`src/rtl/pc_fetch.sv`:
```
// Instruction fetch stage: owns the PC, runs a req/ack handshake with instruction memory,
// and presents decoded instruction fields to IF/ID with a bubble flag when nothing is valid.
module pc_fetch #(
  parameter logic [31:0] RESET_PC = 32'h0000_0000
) (
  input  logic        clk,
  input  logic        rst_n,
  input  logic        stall,
  input  logic        redirect,
  input  logic [31:0] redirect_pc,
  output logic        imem_req,
  output logic [31:0] imem_addr,
  input  logic        imem_ack,
  input  logic [31:0] imem_rdata,
  output logic [31:0] PC_4_IF,
  output logic [5:0]  op_IF,
  output logic [4:0]  Rs_IF,
  output logic [4:0]  Rt_IF,
  output logic [4:0]  Rd_IF,
  output logic [4:0]  Shamt_IF,
  output logic [5:0]  Func_IF,
  output logic        fetch_bubble
);

  typedef enum logic [1:0] {IDLE, FETCH, HAVE, DROP} state_t;

  localparam logic [31:0] RESET_PC_ALIGNED = {RESET_PC[31:2], 2'b00};

  state_t      state;
  logic [31:0] pc;
  logic [31:0] req_addr;
  logic [31:0] ir;
  logic [31:0] target;
  logic [31:0] pc_plus4;
  logic        have;
  logic [1:0]  unused_redirect_lsbs;

  assign target               = {redirect_pc[31:2], 2'b00};
  assign unused_redirect_lsbs = redirect_pc[1:0];
  assign pc_plus4             = pc + 32'd4;

  // A request that is in flight can never be withdrawn, so a redirect seen before the ack
  // parks in DROP and only re-requests once the stale word has been returned.
  always_ff @(posedge clk or negedge rst_n) begin
    if (!rst_n) begin
      state    <= IDLE;
      pc       <= RESET_PC_ALIGNED;
      req_addr <= RESET_PC_ALIGNED;
      ir       <= 32'h0;
    end else begin
      case (state)
        IDLE: begin
          req_addr <= pc;
          state    <= FETCH;
        end
        FETCH: begin
          if (redirect) begin
            pc <= target;
            if (imem_ack) req_addr <= target;
            else          state    <= DROP;
          end else if (imem_ack) begin
            ir    <= imem_rdata;
            state <= HAVE;
          end
        end
        HAVE: begin
          if (redirect) begin
            pc       <= target;
            req_addr <= target;
            state    <= FETCH;
          end else if (!stall) begin
            pc       <= pc_plus4;
            req_addr <= pc_plus4;
            state    <= FETCH;
          end
        end
        DROP: begin
          if (redirect) pc <= target;
          if (imem_ack) begin
            req_addr <= redirect ? target : pc;
            state    <= FETCH;
          end
        end
        default: state <= IDLE;
      endcase
    end
  end

  // Outputs depend only on registered state so no input reaches an output combinationally.
  assign have         = (state == HAVE);
  assign imem_req     = (state == FETCH) || (state == DROP);
  assign imem_addr    = req_addr;
  assign PC_4_IF      = pc_plus4;
  assign fetch_bubble = !have;
  assign op_IF        = have ? ir[31:26] : 6'd0;
  assign Rs_IF        = have ? ir[25:21] : 5'd0;
  assign Rt_IF        = have ? ir[20:16] : 5'd0;
  assign Rd_IF        = have ? ir[15:11] : 5'd0;
  assign Shamt_IF     = have ? ir[10:6]  : 5'd0;
  assign Func_IF      = have ? ir[5:0]   : 6'd0;

endmodule

```
`config.mk`:
```
export PLATFORM = sky130hd
export DESIGN_NAME = pc_fetch
export DESIGN_NICKNAME = d
export VERILOG_FILES = /design/src/rtl/pc_fetch.sv
export SDC_FILE = /design/constraint.sdc
export NUM_CORES = 1
export LEC_CHECK = 0
export BUFFER_PORTS_ARGS = -buffer_cell sky130_fd_sc_hd__buf_4
export CORE_MARGIN = 2
export CORE_UTILIZATION = 35
export DETAILED_ROUTE_END_ITERATION = 10
export PLACE_DENSITY = 0.61
export SLEW_MARGIN = 20
export SYNTH_ARGS = -nofsm -noshare
export SYNTH_HDL_FRONTEND = slang
export SYNTH_SLANG_ARGS = --single-unit
```
`constraint.sdc`:
```
create_clock -name clk -period 3.48 [get_ports clk]
set_input_delay 0.696 -clock clk [delete_from_list [all_inputs] [get_ports clk]]
set_output_delay 0.696 -clock clk [all_outputs]
set_load 0.005 [all_outputs]
```
Yosys cells after proc, flatten, opt, wreduce, memory -nomap -nowiden
Index checks and enable logic that the tools add are counted.
{ "totals": {"reg_bits": 98, "inputBits": 69, "out_inout_bits": 98, "word_cells": 45} }
{ "classes": {"addsub": 1, "n_eq_ne": 9, "n_mux": 21, "n_bitwise": 1, "reduce_logical": 9} }
{ "op_table": {"columns": ["operator", "count"], "rows": [
  ["2-to-1 mux 32 bit", 6],
  ["one-hot mux 32 bit (4 select lines)", 1],
  ["one-hot mux 32 bit (2 select lines)", 1],
  ["adder 32 x 3 -> 32 bit, second input constant", 1],
  ["2-to-1 mux 5 bit", 4],
  ["2-to-1 mux 2 bit", 6],
  ["2-to-1 mux 6 bit", 2],
  ["!= test 3 bit, second input constant", 3],
  ["one-hot mux 2 bit (4 select lines)", 1],
  ["AND reduction 4 bit", 2],
  ["!= test 2 bit, second input constant", 3],
  ["equality test 2 bit, second input constant", 2],
  ["AND reduction 3 bit", 1],
  ["equality test 2 x 1 -> 1 bit, second input constant", 1],
  ["zero test 2 bit", 1],
  ["AND reduction 2 bit", 1],
  ["nonzero test 2 bit", 1],
  ["OR reduction 2 bit", 1],
  ["zero test 1 bit", 1],
  ["logical OR 1 bit", 1],
  ["NOT 1 bit", 1]
]} }

Longest topological paths before layout
{ "depth": {"ltp_word": 4, "mapped_depth": 9, "ltp_nobuf": 6} }

Worst setup path after synthesis
OpenSTA, ideal clock, no wires.
{ "synth_timing": {"path_kind": "reg-to-output", "startpoint": "register pc[3]", "endpoint": "output PC_4_IF[30]", "arrival_time_ps": 2082, "required_ps": 2784, "slack_ps": 702, "stages_incl_launch_ff": 8, "path_buffers": 2, "path_cell_list": "dfrtp_1 > ha_1 > clkbuf_1 > and4_1 > clkbuf_1 > nand3_1 > nor4_1 > xor2_1"} }
{ "synth_via": {"elab_chain_len": 1} }
{ "synth_lines": {"columns": ["item", "line", "text"], "rows": [
  ["from (decl)", "30", "logic [31:0] pc;"],
  ["from (signal assigned)", "58", "pc <= target;"],
  ["from (signal assigned)", "68", "pc <= target;"],
  ["from (signal assigned)", "72", "pc <= pc_plus4;"],
  ["adder 32 x 3 -> 32 bit", "40", "assign pc_plus4 = pc + 32'd4;"],
  ["to (decl)", "15", "output logic [31:0] PC_4_IF,"]
]} }
Every way passes these cells.

Worst setup path after layout
{ "layout_timing": {"startpoint": "register pc[6]", "endpoint": "output PC_4_IF[31]"} }
The elaborated chain is that of the path after synthesis.

==> results.json <==
{
  "run_status": "complete, no violations",
  "final_common_cell": "buf_4",
  "yosysWarnings": 0,
  "crit_start": "pc[6]",
  "io_buffers": 164,
  "dpl_cell_area_um2": 8410,
  "layout_common_cells": "buf_4, dfrtp_1, nor2_1, nand2_1, a21oi_1",
  "fin_skew_ps": 11.2,
  "antenna_found_initial": 0,
  "grt_pass1_vias": 6639,
  "track_usage_pct": 23.8,
  "finalCritPeriodShare_pct": 96.8,
  "avgRoutedWirePerCell_um": 20.0,
  "synth_enable_flop_cells": 0,
  "ys_types": 65,
  "worstSetupPathType": "reg2out",
  "path_clk_slew_ps": 80,
  "drive_gt1_share_pct": 30.1,
  "ir_drop_v": 0.000308,
  "finalSetupViolations": 0,
  "initial_core_util_pct": 35.3,
  "max_freq_mhz": 297,
  "die_h_um": 144,
  "setup_tns_ps": 0,
  "p_int_uw": 2820,
  "dieArea_um2": 20700,
  "area_growth_pct": 28.1,
  "hp-class": "in2async",
  "worstSkewPairLatency_ps": 370,
  "ys_seq_elements": 98,
  "fillers": 1947,
  "p_leak_uw": 0.00368,
  "drt-total-wl_um": 24600,
  "r2r_cells": 6,
  "fin_nets": 1028,
  "drt_iter0_markers": 739,
  "coreArea_um2": 19300,
  "cts_tree": "built",
  "synth-seq-area-share_pct": 35.9,
  "drtAntennaViolNets": 0,
  "drc_errors": 0,
  "switchingPower_uw": 1530,
  "post-cts-setup-buffer-count": 0,
  "n_antenna_cell": 0,
  "p_total_uw": 4340,
  "async_flop_share_pct": 100,
  "pwr-share-seq_pct": 38.9,
  "std_cell_rows": 51,
  "synth_top_area_share_pct": 35.9,
  "cp.arrival_ps": 2670,
  "routed_via_density": 5.82,
  "synth_cells": 823,
  "synth-main-ff-cell": "dfrtp_1",
  "worstPathMaxFanout": 9,
  "htree_levels": 3,
  "worstPathRequired_ps": 2780,
  "syn_nets": 893,
  "max-slew-margin-rel_pct": 30.1,
  "hold_violations": 0,
  "syn_avg_cell_area_um2": 8.30,
  "clockBufferDepth": 2,
  "multi_input_area_um2": 3970,
  "num_vias": 7150,
  "grt_start_max_net_pins": 63,
  "drv_slew": 0,
  "worstMarginPinSlew_ps": 1050,
  "startpoint_type": "flip-flop",
  "drv_cap": 0,
  "gp_congestion": 0.869,
  "rrSetupSlack_ps": 820,
  "clkPwrFrac_pct": 26.8,
  "ctsRootBufferMaster": "clkbuf_16",
  "area.sequential_um2": 2460,
  "combPwrFrac_pct": 34.3,
  "first_pass_iters": 5,
  "rr_startpoint": "state[1]",
  "dp.final_hpwl_um": 16900,
  "crit_path_end_kind": "primary output",
  "synth_top_area_cell": "dfrtp_1",
  "holdBufCountCts": 0,
  "whs_ps": 446,
  "fin_crit_ps": 3370,
  "ioPinCount": 167,
  "die_x_um": 144,
  "cts.sinks": 98,
  "p_sw_share_pct": 35.1,
  "grt_overflow": 0,
  "rsz0062_at_grt": "false",
  "grt_first_pass_wirelength_um": 37800,
  "stdcell_area_um2": 8750,
  "syn_area_um2": 6830,
  "cts-resized-gates": 1,
  "synth_area_leaders": "dfrtp_1, mux2_2, nor2_1",
  "numCtsBuffers": 9,
  "pwr_density_cell_nw_per_um2": 496
}
## per-stage QoR
step	util (%)	instances	worst slack, ps
detailed placement	43.5	1212	392
global placement	43.5	1212	426
CTS	45.2	1228	25.6
floorplan	-	823	702
global route	45.3	1228	3.51
finish	45.3	1228	112
## synthesized netlist by cell type (all sizes together), types with 7 or more instances
cell type / count
o22ai: 27
o221ai: 9
mux2: 37
nand3: 30
nor3: 19
inv: 12
o21ai: 50
nand2: 71
nor2: 73
a22o: 7
o211ai: 8
and4: 7
dfrtp: 98
a21oi: 50
and2: 36
buf: 23
a221oi: 8
nand4: 17
a22oi: 11
a31oi: 9
clkbuf: 67
nor2b: 7
nor4: 16
xnor2: 19
xor2: 12
a211oi: 13
mux2i: 22
## cells by family (layout without fill, tap and decap cells)
kind of cell | Yosys count | count (layout) | share of synthesized area (%)
AO/OA/AOI/OAI | 229 | 229 | 21.9
flip-flops | 98 | 98 | 35.9
XOR/XNOR | 31 | 31 | 3.97
buffers and inverters | 102 | 242 | 6.24
adder cells (fa/ha/maj) | 1 | 1 | 0.183
multiplexers | 59 | 59 | 9.32
AND/OR/NAND/NOR | 303 | 303 | 22.5
## final timing paths
kind	to
hold / removal	imem_addr[15]
min in group clk	imem_addr[0]
hold reg to reg	imem_addr[0]
setup reg to reg	imem_addr[23]
setup / recovery	PC_4_IF[31]
max in group asynchronous	imem_addr[30]
## power groups by stage
stage / Combinational, µW / Sequential, µW / Clock (µW)
2_1_floorplan: 905 / 1580 / 0
3_5_place_dp: 1480 / 1710 / 0
3_3_place_gp: 1460 / 1690 / 0
5_1_grt: 1630 / 1730 / 1230
6_report: 1490 / 1690 / 1160
4_1_cts: 1490 / 1680 / 1190
## cell type report
type,instances,share of cell area [%]
timing repair buffer,214,18.5
tap,265,3.79
clock inverter,7,1.19
multi-input combinational,623,45.3
inverter,12,0.515
sequential,98,28.1
clock buffer,9,2.57
## critical path, stage by stage, from the launching register on
cell     delay, ps
dfrtp_1        500
inv_2          140
or4_4          590
or4_1          680
xnor2_1        230
buf_4          150
## per-layer routing
metal	share of wire, %	routed length (µm)	GRT usage (%)	up-vias
li1	-	-	-	3290
met2	43	10700	34.8	388
met1	43	10700	33.5	3430
met4	2.1	507	6.50	0
met5	0	0	0	-
met3	11	2740	7.76	42
## sequential cells by signal, summed over array words and instances, names as in the netlist
register   cells
pc            32
imem_addr     32
state          2
ir            32
(Power assumes the default switching activity.)
